==> src/rtl/mem_stage_lsu_if.sv <==
// Request, response and data_memory signals of the MEM-stage load/store unit.
interface mem_stage_lsu_if #(
    parameter int unsigned AW = 11,
    parameter int unsigned DW = 32
);
    // EX -> LSU request
    logic            req_valid;
    logic            req_ready;
    logic            req_we;
    logic [2:0]      req_size;
    logic [AW+1:0]   req_addr;
    logic [DW-1:0]   req_wdata;

    // LSU -> WB response
    logic            resp_valid;
    logic            resp_ready;
    logic [DW-1:0]   resp_rdata;
    logic            resp_err;

    // LSU -> data_memory word port
    logic [AW-1:0]   mem_addr;
    logic            mem_wr;
    logic [DW-1:0]   mem_wdata;
    logic [DW-1:0]   mem_rdata;

    // LSU side
    modport master (
        input  req_valid, req_we, req_size, req_addr, req_wdata,
        input  resp_ready, mem_rdata,
        output req_ready, resp_valid, resp_rdata, resp_err,
        output mem_addr, mem_wr, mem_wdata
    );

    // Environment side: EX, WB and data_memory
    modport slave (
        output req_valid, req_we, req_size, req_addr, req_wdata,
        output resp_ready, mem_rdata,
        input  req_ready, resp_valid, resp_rdata, resp_err,
        input  mem_addr, mem_wr, mem_wdata
    );
endinterface

==> src/rtl/mem_stage_lsu.sv <==
// MEM-stage load/store unit: alignment checks, little-endian lane select,
// sign/zero extension, and read-modify-write for sub-word stores.
module mem_stage_lsu #(
    parameter int unsigned AW = 11,
    parameter int unsigned DW = 32
) (
    input  logic            clk,
    input  logic            rst_n,
    mem_stage_lsu_if.master bus
);

    localparam int unsigned BAW = AW + 2;

    localparam logic [2:0] SZ_B  = 3'b000;
    localparam logic [2:0] SZ_H  = 3'b001;
    localparam logic [2:0] SZ_W  = 3'b010;
    localparam logic [2:0] SZ_BU = 3'b100;
    localparam logic [2:0] SZ_HU = 3'b101;

    typedef enum logic [2:0] {
        S_IDLE    = 3'd0,
        S_ACCESS  = 3'd1,
        S_CAPTURE = 3'd2,
        S_MERGE   = 3'd3,
        S_ERR     = 3'd4,
        S_RESP    = 3'd5
    } state_e;

    // Misaligned halves/words, reserved sizes and unsigned stores are rejected.
    function automatic logic is_illegal(input logic we, input logic [2:0] size,
                                        input logic [1:0] lane);
        logic bad;
        bad = 1'b0;
        case (size)
            SZ_B:    bad = 1'b0;
            SZ_H:    bad = lane[0];
            SZ_W:    bad = (lane != 2'b00);
            SZ_BU:   bad = we;
            SZ_HU:   bad = we | lane[0];
            default: bad = 1'b1;
        endcase
        return bad;
    endfunction

    // Select the addressed lane of a memory word and extend it to DW bits.
    function automatic logic [DW-1:0] load_extend(input logic [DW-1:0] word,
                                                  input logic [2:0]    size,
                                                  input logic [1:0]    lane);
        logic [7:0]    b;
        logic [15:0]   h;
        logic          ext;
        logic [DW-1:0] res;
        b   = word[{lane, 3'b000} +: 8];
        h   = lane[1] ? word[31:16] : word[15:0];
        ext = 1'b0;
        res = word;
        case (size[1:0])
            2'b00: begin
                ext = ~size[2] & b[7];
                res = {{(DW-8){ext}}, b};
            end
            2'b01: begin
                ext = ~size[2] & h[15];
                res = {{(DW-16){ext}}, h};
            end
            default: res = word;
        endcase
        return res;
    endfunction

    // Replace the target byte/half of a captured word with store data.
    function automatic logic [DW-1:0] store_merge(input logic [DW-1:0] word,
                                                  input logic [2:0]    size,
                                                  input logic [1:0]    lane,
                                                  input logic [DW-1:0] wdata);
        logic [4:0]    sh;
        logic [DW-1:0] mask;
        logic [DW-1:0] data;
        if (size[0]) begin
            sh   = {lane[1], 4'b0000};
            mask = DW'(16'hFFFF) << sh;
            data = DW'(wdata[15:0]) << sh;
        end else begin
            sh   = {lane, 3'b000};
            mask = DW'(8'hFF) << sh;
            data = DW'(wdata[7:0]) << sh;
        end
        return (word & ~mask) | (data & mask);
    endfunction

    state_e          state_q, state_d;
    logic            we_q, we_d;
    logic [2:0]      size_q, size_d;
    logic [BAW-1:0]  addr_q, addr_d;
    logic [DW-1:0]   wdata_q, wdata_d;

    logic            req_ready_q, req_ready_d;
    logic            resp_valid_q, resp_valid_d;
    logic [DW-1:0]   resp_rdata_q, resp_rdata_d;
    logic            resp_err_q, resp_err_d;
    logic [AW-1:0]   mem_addr_q, mem_addr_d;
    logic            mem_wr_q, mem_wr_d;
    logic [DW-1:0]   mem_wdata_q, mem_wdata_d;

    logic            accept;
    logic            is_sw_d;

    // State and registered outputs; reset abandons any operation in flight.
    always_ff @(posedge clk or negedge rst_n) begin
        if (!rst_n) begin
            state_q      <= S_IDLE;
            we_q         <= 1'b0;
            size_q       <= 3'b000;
            addr_q       <= '0;
            wdata_q      <= '0;
            req_ready_q  <= 1'b1;
            resp_valid_q <= 1'b0;
            resp_rdata_q <= '0;
            resp_err_q   <= 1'b0;
            mem_addr_q   <= '0;
            mem_wr_q     <= 1'b0;
            mem_wdata_q  <= '0;
        end else begin
            state_q      <= state_d;
            we_q         <= we_d;
            size_q       <= size_d;
            addr_q       <= addr_d;
            wdata_q      <= wdata_d;
            req_ready_q  <= req_ready_d;
            resp_valid_q <= resp_valid_d;
            resp_rdata_q <= resp_rdata_d;
            resp_err_q   <= resp_err_d;
            mem_addr_q   <= mem_addr_d;
            mem_wr_q     <= mem_wr_d;
            mem_wdata_q  <= mem_wdata_d;
        end
    end

    // Next state, request latch, and outputs decoded from the next state.
    always_comb begin
        state_d      = state_q;
        we_d         = we_q;
        size_d       = size_q;
        addr_d       = addr_q;
        wdata_d      = wdata_q;
        req_ready_d  = 1'b0;
        resp_valid_d = 1'b0;
        resp_rdata_d = '0;
        resp_err_d   = 1'b0;
        mem_addr_d   = '0;
        mem_wr_d     = 1'b0;
        mem_wdata_d  = '0;

        accept = bus.req_valid & req_ready_q;

        case (state_q)
            S_IDLE: begin
                if (accept) begin
                    we_d    = bus.req_we;
                    size_d  = bus.req_size;
                    addr_d  = bus.req_addr;
                    wdata_d = bus.req_wdata;
                    state_d = is_illegal(bus.req_we, bus.req_size, bus.req_addr[1:0])
                              ? S_ERR : S_ACCESS;
                end
            end
            S_ACCESS:  state_d = (we_q && size_q == SZ_W) ? S_RESP : S_CAPTURE;
            S_CAPTURE: state_d = we_q ? S_MERGE : S_RESP;
            S_MERGE:   state_d = S_RESP;
            S_ERR:     state_d = S_RESP;
            S_RESP: begin
                if (bus.resp_ready) begin
                    state_d = S_IDLE;
                end
            end
            default:   state_d = S_IDLE;
        endcase

        is_sw_d = we_d && (size_d == SZ_W);

        case (state_d)
            S_IDLE: req_ready_d = 1'b1;
            S_ACCESS: begin
                mem_addr_d = addr_d[BAW-1:2];
                if (is_sw_d) begin
                    mem_wr_d    = 1'b1;
                    mem_wdata_d = wdata_d;
                end
            end
            S_CAPTURE: mem_addr_d = addr_d[BAW-1:2];
            S_MERGE: begin
                mem_addr_d  = addr_d[BAW-1:2];
                mem_wr_d    = 1'b1;
                mem_wdata_d = store_merge(bus.mem_rdata, size_d, addr_d[1:0], wdata_d);
            end
            S_ERR: resp_err_d = 1'b1;
            S_RESP: begin
                resp_valid_d = 1'b1;
                if (state_q == S_RESP) begin
                    resp_rdata_d = resp_rdata_q;
                    resp_err_d   = resp_err_q;
                end else if (state_q == S_CAPTURE && !we_q) begin
                    resp_rdata_d = load_extend(bus.mem_rdata, size_q, addr_q[1:0]);
                end else begin
                    resp_err_d   = (state_q == S_ERR);
                end
            end
            default: req_ready_d = 1'b0;
        endcase
    end

    assign bus.req_ready  = req_ready_q;
    assign bus.resp_valid = resp_valid_q;
    assign bus.resp_rdata = resp_rdata_q;
    assign bus.resp_err   = resp_err_q;
    assign bus.mem_addr   = mem_addr_q;
    assign bus.mem_wr     = mem_wr_q;
    assign bus.mem_wdata  = mem_wdata_q;

endmodule

==> src/flat_wrapper.sv <==
// flat-port wrapper written by rule: the top's interface ports become plain ports
module mem_stage_lsu_flat 
#(
    parameter int unsigned AW = 11,
    parameter int unsigned DW = 32
)
  (clk, rst_n, bus_req_valid, bus_req_we, bus_req_size, bus_req_addr, bus_req_wdata, bus_resp_ready, bus_mem_rdata, bus_req_ready, bus_resp_valid, bus_resp_rdata, bus_resp_err, bus_mem_addr, bus_mem_wr, bus_mem_wdata);
  mem_stage_lsu_if #(.AW(AW), .DW(DW)) bus_i ();
  input  logic clk;
  input  logic rst_n;
  input wire logic [$bits(bus_i.req_valid)-1:0] bus_req_valid;
  input wire logic [$bits(bus_i.req_we)-1:0] bus_req_we;
  input wire logic [$bits(bus_i.req_size)-1:0] bus_req_size;
  input wire logic [$bits(bus_i.req_addr)-1:0] bus_req_addr;
  input wire logic [$bits(bus_i.req_wdata)-1:0] bus_req_wdata;
  input wire logic [$bits(bus_i.resp_ready)-1:0] bus_resp_ready;
  input wire logic [$bits(bus_i.mem_rdata)-1:0] bus_mem_rdata;
  output wire logic [$bits(bus_i.req_ready)-1:0] bus_req_ready;
  output wire logic [$bits(bus_i.resp_valid)-1:0] bus_resp_valid;
  output wire logic [$bits(bus_i.resp_rdata)-1:0] bus_resp_rdata;
  output wire logic [$bits(bus_i.resp_err)-1:0] bus_resp_err;
  output wire logic [$bits(bus_i.mem_addr)-1:0] bus_mem_addr;
  output wire logic [$bits(bus_i.mem_wr)-1:0] bus_mem_wr;
  output wire logic [$bits(bus_i.mem_wdata)-1:0] bus_mem_wdata;
  assign bus_i.req_valid = bus_req_valid;
  assign bus_i.req_we = bus_req_we;
  assign bus_i.req_size = bus_req_size;
  assign bus_i.req_addr = bus_req_addr;
  assign bus_i.req_wdata = bus_req_wdata;
  assign bus_i.resp_ready = bus_resp_ready;
  assign bus_i.mem_rdata = bus_mem_rdata;
  assign bus_req_ready = bus_i.req_ready;
  assign bus_resp_valid = bus_i.resp_valid;
  assign bus_resp_rdata = bus_i.resp_rdata;
  assign bus_resp_err = bus_i.resp_err;
  assign bus_mem_addr = bus_i.mem_addr;
  assign bus_mem_wr = bus_i.mem_wr;
  assign bus_mem_wdata = bus_i.mem_wdata;
  mem_stage_lsu #(.AW(AW), .DW(DW)) u_core (.clk(clk), .rst_n(rst_n), .bus(bus_i));
endmodule
==> config.mk <==
export PLATFORM = sky130hd
export DESIGN_NAME = mem_stage_lsu_flat
export DESIGN_NICKNAME = d
export VERILOG_FILES = /design/src/rtl/mem_stage_lsu_if.sv /design/src/rtl/mem_stage_lsu.sv /design/src/flat_wrapper.sv
export SDC_FILE = /design/constraint.sdc
export NUM_CORES = 1
export LEC_CHECK = 0
export ABC_AREA = 1
export BUFFER_PORTS_ARGS = -buffer_cell sky130_fd_sc_hd__buf_2
export CAP_MARGIN = 20
export CORE_ASPECT_RATIO = 1.75
export CORE_MARGIN = 3
export CORE_UTILIZATION = 48
export DETAILED_ROUTE_END_ITERATION = 16
export PLACE_DENSITY_LB_ADDON = 0.08
export SLEW_MARGIN = 10
export SYNTH_ARGS = -nofsm -noshare
export SYNTH_HDL_FRONTEND = slang
export SYNTH_SLANG_ARGS = --single-unit
==> constraint.sdc <==
create_clock -name clk -period 1.5 [get_ports clk]
set_input_delay 0 -clock clk [delete_from_list [all_inputs] [get_ports clk]]
set_output_delay 0 -clock clk [all_outputs]
set_load 0.02 [all_outputs]
==> impl_metrics.env <==
export IMPL_worstPathArrival_ps=2190
export IMPL_placed_cell_area_um2=8110
export IMPL_synth_top_family_by_area="simple AND/OR/NAND/NOR gates"
export IMPL_startpoint="u_core.state_q[1]"
export IMPL_synth_edf_count=0
export IMPL_detail_route_first_pass_iterations=5
export IMPL_violations="setup timing"
export IMPL_synthAdderAreaFrac=0
export IMPL_antenna_found_initial=0
export IMPL_synth_seq_cells=131
export IMPL_fin_crit_ps=1890
export IMPL_syn_num_nets=934
export IMPL_slew_headroom=0.738
export IMPL_power_density_nw_per_um2=2040
export IMPL_maxSlewViolCount=0
export IMPL_row_count=55
export IMPL_drc=0
export IMPL_routabilityCongestion=0.949
export IMPL_grt_pass1_wl_mm=35.6
export IMPL_die_x_um=94.4
export IMPL_crit_type="flop to flop"
export IMPL_synthTopCellsByArea="dfrtp_1 50%, nand2_1 21%, nand3_1 4.9%, inv_1 4.6%, nand4_1 3.5%"
export IMPL_seq_area_frac_synth=0.500
export IMPL_wirelength_mm=27.8
export IMPL_holdWs_ps=13.6
export IMPL_worst_pin_slew_ps=393
export IMPL_r2r_end="u_core.bus.mem_wdata[29]"
export IMPL_holdPathStages=5
export IMPL_ios=164
export IMPL_post_route_util=0.837
export IMPL_dp_hpwl_mm=15.6
export IMPL_r2r_cells=10
export IMPL_crit_end="u_core.bus.mem_wdata[29]"
export IMPL_drt_iter0_drc=635
export IMPL_tritoncts="built"
export IMPL_clockRootBuffer="clkbuf_16"
export IMPL_avgViaCountPerCell=5.66
export IMPL_cp_max_fo=7
export IMPL_fmax_mhz=529
export IMPL_dieArea_um2=15200
export IMPL_fillCellCount=741
export IMPL_synthMuxAreaShare=0
export IMPL_hold_path_class="input pin to flop"
export IMPL_ys_warn_count=0
export IMPL_drive_above_1_share=0.410
export IMPL_synth_top_cell_area_share=0.496
export IMPL_netlist_top_cells_count="364 x nand2_1, 130 x dfrtp_1, 80 x inv_1"
export IMPL_design_area_um2=11000
export IMPL_syn_area_per_cell_um2=7.73
export IMPL_syn_to_final_growth_pct=67.6
export IMPL_fin_skew_ps=9.49
export IMPL_clk_path_buf_depth=2
export IMPL_min_period_over_period=1.26
export IMPL_multi_input_area_um2=3460
export IMPL_die_h_um=161
export IMPL_worst_setup_path_end_kind="flop"
export IMPL_required_ps=1800
export IMPL_synth_compound_gate_area_share=0.0904
export IMPL_status="finished, violations left"
export IMPL_leakage_nw=5.95
export IMPL_clkTransAtPathRegs_ps=60
export IMPL_cts_buffers=17
export IMPL_p_total_mw=22.4
export IMPL_synthArstFlopShare=1.00
export IMPL_postRouteAntennaNets=0
export IMPL_syn_cell_area_um2=6560
export IMPL_max_cap_violations=0
export IMPL_finalHoldViolations=0
export IMPL_synth_area_leader_cell="dfrtp_1"
export IMPL_ir_drop_mv=1.14
export IMPL_antenna_cells=0
export IMPL_regArea_um2=3280
export IMPL_synth_cell_types=29
export IMPL_synth_most_common_cell="nand2_1"
export IMPL_wl_per_cell_um=20.5
export IMPL_reg2reg_from="u_core.state_q[1]"
export IMPL_synth_simple_area_share=0.320
export IMPL_synthFlopType="dfrtp_1"
export IMPL_core_area_um2=13100
export IMPL_start_kind="flop"
export IMPL_synthCells=849
export IMPL_clock_sinks=131
export IMPL_vias=7696
export IMPL_setup_viol=97
export IMPL_h_tree_depth=4
export IMPL_rsz0062_at_grt="yes"
export IMPL_clkLatencyLatePin_ps=420
export IMPL_portBuffers=163
export IMPL_fin_ws_ps=-391
export IMPL_grt_start_max_net_pins=66
export IMPL_dp_worst_setup_slack_ps=-378
export IMPL_synthXorXnorAreaFrac=0
export IMPL_rrSetupSlack_ps=-390
export IMPL_track_usage=0.307
export IMPL_layout_nets=1261
export IMPL_grt_overflow_total=0
export IMPL_grt_pass1_vias=7066
export IMPL_initial_core_util=0.499
worst min-delay path by stage:
| stage | from | slack, ps | to |
|---|---|---|---|
| 2_1_floorplan | rst_n | -300 | u_core.addr_q[0] |
| 3_3_place_gp | rst_n | -50 | u_core.bus.mem_addr[2] |
| 3_5_place_dp | rst_n | -50 | u_core.bus.mem_addr[2] |
| 4_1_cts | bus_mem_rdata[20] | 1 | u_core.bus.mem_wdata[20] |
| 5_1_grt | bus_req_wdata[5] | 40 | u_core.wdata_q[5] |
| 6_report | bus_mem_rdata[18] | 10 | u_core.bus.resp_rdata[2] |
stage by stage:
stage / TNS (ps) / cells
global placement: -11240 / 1213
global route: -20390 / 1360
detailed placement: -12660 / 1213
floorplan: -7200 / 849
CTS: -10710 / 1325
finish: -15190 / 1360
worst max-delay path, cell delays in order (launching register included):
cell,delay [ps]
dfrtp_1,430
nor2_4,230
nand2_4,120
nor2_8,170
buf_6,130
o21ai_2,60
nand2_2,110
clkinv_4,100
buf_12,150
nand4_1,160
nand2_1,90
kinds of logic (layout without fill, tap and decap cells):
| logic type | Yosys count | in the layout |
|---|---|---|
| AOI/OAI and AO/OA | 93 | 93 |
| DFF | 131 | 131 |
| and+or+nand+nor | 492 | 492 |
| buffers and inverters | 133 | 473 |
layer usage:
| metal | GRT usage | vias up | routed length (um) |
|---|---|---|---|
| met5 | 0 | - | 0 |
| met4 | 0.181 | 0 | 2310 |
| met3 | 0.0548 | 170 | 2190 |
| met2 | 0.549 | 525 | 14300 |
| met1 | 0.329 | 3629 | 9070 |
| li1 | - | 3372 | - |
where the power goes:
part	switching, mW	internal, mW	leakage (nW)	total (mW)
Sequential	0.464	4.53	1.72	4.99
Clock	1.72	2.98	0.317	4.70
Combinational	7.47	5.26	3.91	12.7
placed cells by master, fill, tap and decap left out, drive strengths merged:
master,netlist,layout
a21oi,26,26
a22o,1,1
a31oi,1,1
buf,32,268
bufinv,0,5
clkbuf,9,30
clkinv,0,5
clkinvlp,0,1
dfrtp,130,130
dfstp,1,1
dlygate4sd3,0,69
inv,92,95
nand2,373,373
nand3,65,65
nand4,37,37
nor2,16,16
nor3,1,1
o2111ai,6,6
o211ai,16,16
o21ai,43,43
timing repair:
| action | CTS | global route |
|---|---|---|
| gates resized for setup | 43 | 194 |
| buffers inserted | 10 | 20 |
| cloned | 2 | 15 |
| hold buffers | 68 | 1 |
| pin swaps | 12 | 82 |
| endpoints found under the setup margin | 97 | 105 |
| hold endpoints to repair | 230 | 1 |
cell type report:
| class | count | share of cell area |
|---|---|---|
| clock inverters | 14 | 0.0206 |
| clock buffers | 18 | 0.0390 |
| flip-flops and latches | 131 | 0.298 |
| multi-input cells | 585 | 0.314 |
| inverters | 92 | 0.0350 |
| repair buffers | 349 | 0.273 |
| well taps | 171 | 0.0195 |
state kept, by name (all words and copies together) (netlist names):
| signal | flops |
|---|---|
| u_core.bus.resp_err | 1 |
| u_core.bus.mem_addr | 11 |
| u_core.addr_q | 13 |
| u_core.size_q | 3 |
| u_core.bus.mem_wdata | 32 |
| u_core.we_q | 1 |
| u_core.bus.mem_wr | 1 |
| u_core.wdata_q | 32 |
| u_core.bus.resp_valid | 1 |
| u_core.state_q | 3 |
| u_core.bus.req_ready | 1 |
| u_core.bus.resp_rdata | 32 |
Power figures use the tool's default switching activity.
